$ cat config.mk
export PLATFORM = sky130hd
export DESIGN_NAME = seq_mag_comp
export DESIGN_NICKNAME = d
export VERILOG_FILES = /design/src/rtl/seq_mag_comp.sv
export SDC_FILE = /design/constraint.sdc
export NUM_CORES = 1
export LEC_CHECK = 0
export ABC_AREA = 1
export BUFFER_PORTS_ARGS = -buffer_cell sky130_fd_sc_hd__buf_2
export CELL_PAD_IN_SITES_DETAIL_PLACEMENT = 1
export CELL_PAD_IN_SITES_GLOBAL_PLACEMENT = 1
export CORE_UTILIZATION = 35
export DETAILED_ROUTE_END_ITERATION = 10
export GPL_TIMING_DRIVEN = 1
export PLACE_DENSITY = 0.82
export SETUP_SLACK_MARGIN = 0.15
export SKIP_CTS_REPAIR_TIMING = 1
export SYNTH_ARGS = -nofsm -noshare
export SYNTH_HDL_FRONTEND = slang
export SYNTH_SLANG_ARGS = --single-unit
export TNS_END_PERCENT = 100
$ cat constraint.sdc
create_clock -name clk -period 4.3 [get_ports clk]
set_input_delay 0.86 -clock clk [delete_from_list [all_inputs] [get_ports clk]]
set_output_delay 0.86 -clock clk [all_outputs]
set_load 0.005 [all_outputs]
$ cat src/rtl/seq_mag_comp.sv
// seq_mag_comp: digit-serial MSB-first magnitude comparator, D bits per cycle, early exit.
// Latency: result after 1+j cycles (j = first differing digit group), N/D cycles when equal.
// Backpressure: in_ready only in IDLE; DONE holds flags until out_ready (GRAY_IN_EN: Gray inputs).
module seq_mag_comp #(
  parameter int N = 8,
  parameter int D = 1
) (
  input  logic         clk,
  input  logic         rst,
  input  logic         in_valid,
  output logic         in_ready,
  input  logic [N-1:0] a,
  input  logic [N-1:0] b,
  input  logic         signed_mode,
  output logic         out_valid,
  input  logic         out_ready,
  output logic         aeqb,
  output logic         agtb,
  output logic         altb
);

  localparam int G  = N / D;
  localparam int CW = (G > 1) ? $clog2(G) : 1;

  generate
    if (N < 2 || D < 1 || (N % D) != 0) begin : g_bad_param
      $error("seq_mag_comp: N must be >= 2 and an exact multiple of D");
    end
  endgenerate

  typedef enum logic [1:0] {IDLE, RUN, DONE} state_t;

  state_t        state;
  logic [N-1:0]  sa, sb;
  logic [CW-1:0] cnt;
  logic [N-1:0]  a_bin, b_bin, a_key, b_key, msb_flip;
  logic [D-1:0]  da, db;

`ifdef GRAY_IN_EN
  // Gray to binary: each binary bit is the XOR of all Gray bits at and above it
  always_comb begin
    a_bin = '0;
    b_bin = '0;
    for (int i = 0; i < N; i++) begin
      a_bin[i] = ^(a >> i);
      b_bin[i] = ^(b >> i);
    end
  end
`else
  assign a_bin = a;
  assign b_bin = b;
`endif

  // Flipping the sign bit maps two's-complement order onto unsigned order
  assign msb_flip = {signed_mode, {(N-1){1'b0}}};
  assign a_key    = a_bin ^ msb_flip;
  assign b_key    = b_bin ^ msb_flip;

  assign da       = sa[N-1 -: D];
  assign db       = sb[N-1 -: D];
  assign in_ready = (state == IDLE);

  // Control FSM with registered result flags and out_valid
  always_ff @(posedge clk) begin
    if (rst) begin
      state     <= IDLE;
      sa        <= '0;
      sb        <= '0;
      cnt       <= '0;
      out_valid <= 1'b0;
      aeqb      <= 1'b0;
      agtb      <= 1'b0;
      altb      <= 1'b0;
    end else begin
      case (state)
        IDLE: begin
          if (in_valid) begin
            sa    <= a_key;
            sb    <= b_key;
            cnt   <= CW'(G - 1);
            aeqb  <= 1'b0;
            agtb  <= 1'b0;
            altb  <= 1'b0;
            state <= RUN;
          end
        end
        RUN: begin
          if (da > db) begin
            agtb      <= 1'b1;
            out_valid <= 1'b1;
            state     <= DONE;
          end else if (da < db) begin
            altb      <= 1'b1;
            out_valid <= 1'b1;
            state     <= DONE;
          end else if (cnt == '0) begin
            aeqb      <= 1'b1;
            out_valid <= 1'b1;
            state     <= DONE;
          end else begin
            sa  <= sa << D;
            sb  <= sb << D;
            cnt <= cnt - 1'b1;
          end
        end
        DONE: begin
          if (out_ready) begin
            out_valid <= 1'b0;
            state     <= IDLE;
          end
        end
        default: state <= IDLE;
      endcase
    end
  end

endmodule

==> impl_metrics.json <==
{
  "status": "finished, final reports clean",
  "synth-seq-cells": 25,
  "post_synth_mux_area_share_pct": 0,
  "ys_seq_area_share_pct": 33.64,
  "tritoncts_buffers": 3,
  "ys.flop_type": "dfxtp_1",
  "synth-adder-area-share_pct": 6.728,
  "power.share.sequential_pct": 31.1,
  "drt_pass1_iterations": 4,
  "timing.clock.skew_ns": 0.01004,
  "timing_worst_slew_pin_value_ns": 1.074,
  "diodes": 0,
  "internal_power_uw": 608.4,
  "synth_xor_area_share_pct": 0,
  "drt-total-wl_mm": 3.554,
  "worst_ep_arrival_time_ns": 2.57,
  "grt_pass1_wl_mm": 5.844,
  "syn-cell-area_sq_mm": 0.001488,
  "slew_headroom_pct": 28.21,
  "synth_edf_count": 0,
  "finalNetCount": 282,
  "hold_class": "reg2reg",
  "synth.yosys.warnings": 0,
  "cts.reportedPaths.clkPinSlew_ns": 0.09,
  "clkPwrFrac_pct": 13.3,
  "timing.final.hold_violations": 0,
  "routed-via-count": 1451,
  "timing.critical_path.from_type": "register",
  "die_height_microns": 67.20,
  "yosys.cell_count.top_type": "nand2_1",
  "dp_hpwl_mm": 2.478,
  "powerDensity_mw_per_mm2": 702.5,
  "finalSetupViolCount": 0,
  "switching_share_pct": 47.37,
  "die-area_sq_mm": 0.004515,
  "globalRoute.totalOverflow": 0,
  "ir_drop_uv": 191.9,
  "synth_top_family_by_area": "simple AND/OR/NAND/NOR gates",
  "synth_largest_area_cell": "dfxtp_1",
  "drive_gt1_share_pct": 13.10,
  "via_per_inst": 4.805,
  "ios": 26,
  "via_count_of_the_first_global_routing_pass": 1325,
  "synth.top_cells.by_count": "nand2_1 (63), nor2_1 (34), inv_1 (31)",
  "total_routing_usage_gr_pct": 16.76,
  "synthesis.area_per_instance_sq_um": 6.358,
  "clockRootBuffer": "clkbuf_8",
  "synthArstFlopShare_pct": 0,
  "drt.antenna.violating_nets": 0,
  "final.min_clock_period_ns": 2.390,
  "fin_tns_setup_ns": 0,
  "gpl.final_weighted_congestion": 0.7233,
  "remaining_drc_errors": 0,
  "post_synth_num_cell_types": 20,
  "largest_net_degree_at_the_start_of_global_routing": 31,
  "avgRoutedWirePerCell_microns": 11.77,
  "cts_tree": "yes",
  "floorplan.core_area_sq_mm": 0.004029,
  "power.switching_uw": 547.5,
  "total_leakage_power_uw": 0.0009062,
  "cts_htree_levels": 1,
  "syn_to_final_growth_pct": 10.60,
  "post_synth_and_or_nand_nor_area_fraction_pct": 32.63,
  "synth_compound_gate_area_share_pct": 13.37,
  "clock_tree.buffer_depth": 2,
  "synth.area.top_cells": "dfxtp_1 (34%), nand2_1 (16%), a21oi_1 (10%)",
  "die_x_microns": 67.20,
  "maxSlewViolCount": 0,
  "design_power_total_uw": 1156,
  "insertion_delay_ns": 0.29,
  "grt_setup_unrepaired": "no",
  "detail_route.iter0.violations": 84,
  "pwr-share-comb_pct": 55.7,
  "rows": 23,
  "setup.worst_path.class": "reg2reg",
  "worst_setup_path_end_kind": "register",
  "clock_sinks": 25,
  "timing.max_cap.violations": 0,
  "initial_antenna_violation_count": 0,
  "required_ns": 4.48,
  "syn_inst": 234,
  "synth_top_area_share_pct": 33.64,
  "finalCritPeriodShare_pct": 55.57,
  "worst-path-max-fanout": 29,
  "synth_nets": 263,
  "io_buffers": 25,
  "initial_utilization_pct": 36.93,
  "fmax_mhz": 418.5
}
-- worst max-delay path, cell delays in order, from the launching register on --
cell	delay, ns
dfxtp_1	0.33
inv_1	0.11
ha_1	0.31
nand3_1	0.79
nand3_2	0.51
nand2_1	0.09
nand2_1	0.09
nor2_1	0.06
-- power by group through the flow --
stage               registers, uW  clock network, uW  logic (uW)
finish                        359                154         643
global route                  367                158         745
global placement              360                  0         622
floorplan                     356                  0         558
CTS                           359                155         652
detailed placement            365                  0         645
-- logic make-up (layout without fill, tap and decap cells) --
family          after synthesis  after routing
simple gates                119            119
buf+inv                      44             62
compound gates               38             38
flops                        25             25
fa+ha+maj                     8              8
-- final timing paths --
path,start,end,slack [ns],depth (start not counted)
max,state[1],sa[7],1.91,7
min,agtb,agtb,0.45,2
max reg2reg,state[1],sa[7],1.91,7
min reg2reg,agtb,agtb,0.45,2
-- cell type report --
class | instances | area, sq um
fill | 567 | 2384
multi-input combinational | 165 | 784.5
sequential | 25 | 500.5
timing repair buffer | 25 | 125.1
inverter | 33 | 123.9
tap | 50 | 62.56
clock buffer | 3 | 41.29
clock inverter | 1 | 7.507
-- sequential cells by signal (all words and copies together) (netlist names) --
register and cells:
cnt 3, state 2, sa 8, sb 8, aeqb 1, altb 1, out_valid 1, agtb 1
-- metal layers --
metal  GRT usage (%)  up-vias  part of all wire (%)
met3           1.520        5                   2.0
met5               0        -                     0
met1           20.64      669                    47
li1                -      760                     -
met2           30.25       17                    49
met4           5.585        0                   1.4
-- cells in the final DEF (no fill, tap or decap), drive strengths merged, types with 2 or more instances in the layout --
master	instances
nand2	63
nor2	35
inv	33
a21oi	30
dfxtp	25
buf	25
nand3	20
ha	8
o21ai	4
clkbuf	3
o21a	2
-- metrics by stage --
| stage | hold slack (ns) | util, % | setup WS, ns | instance area, sq um | cells |
|---|---|---|---|---|---|
| after CTS | 0.4514 | 40.84 | 1.908 | 1645 | 302 |
| final | 0.4458 | 40.84 | 1.911 | 1645 | 302 |
| after floorplan | 0.4396 | - | 2.680 | 1488 | 234 |
| after global placement | 0.4330 | 39.63 | 2.052 | 1597 | 298 |
| after global routing | 0.4826 | 40.84 | 1.647 | 1645 | 302 |
| after detailed placement | 0.4369 | 39.63 | 1.916 | 1597 | 298 |
Power figures use the tool's default switching activity.
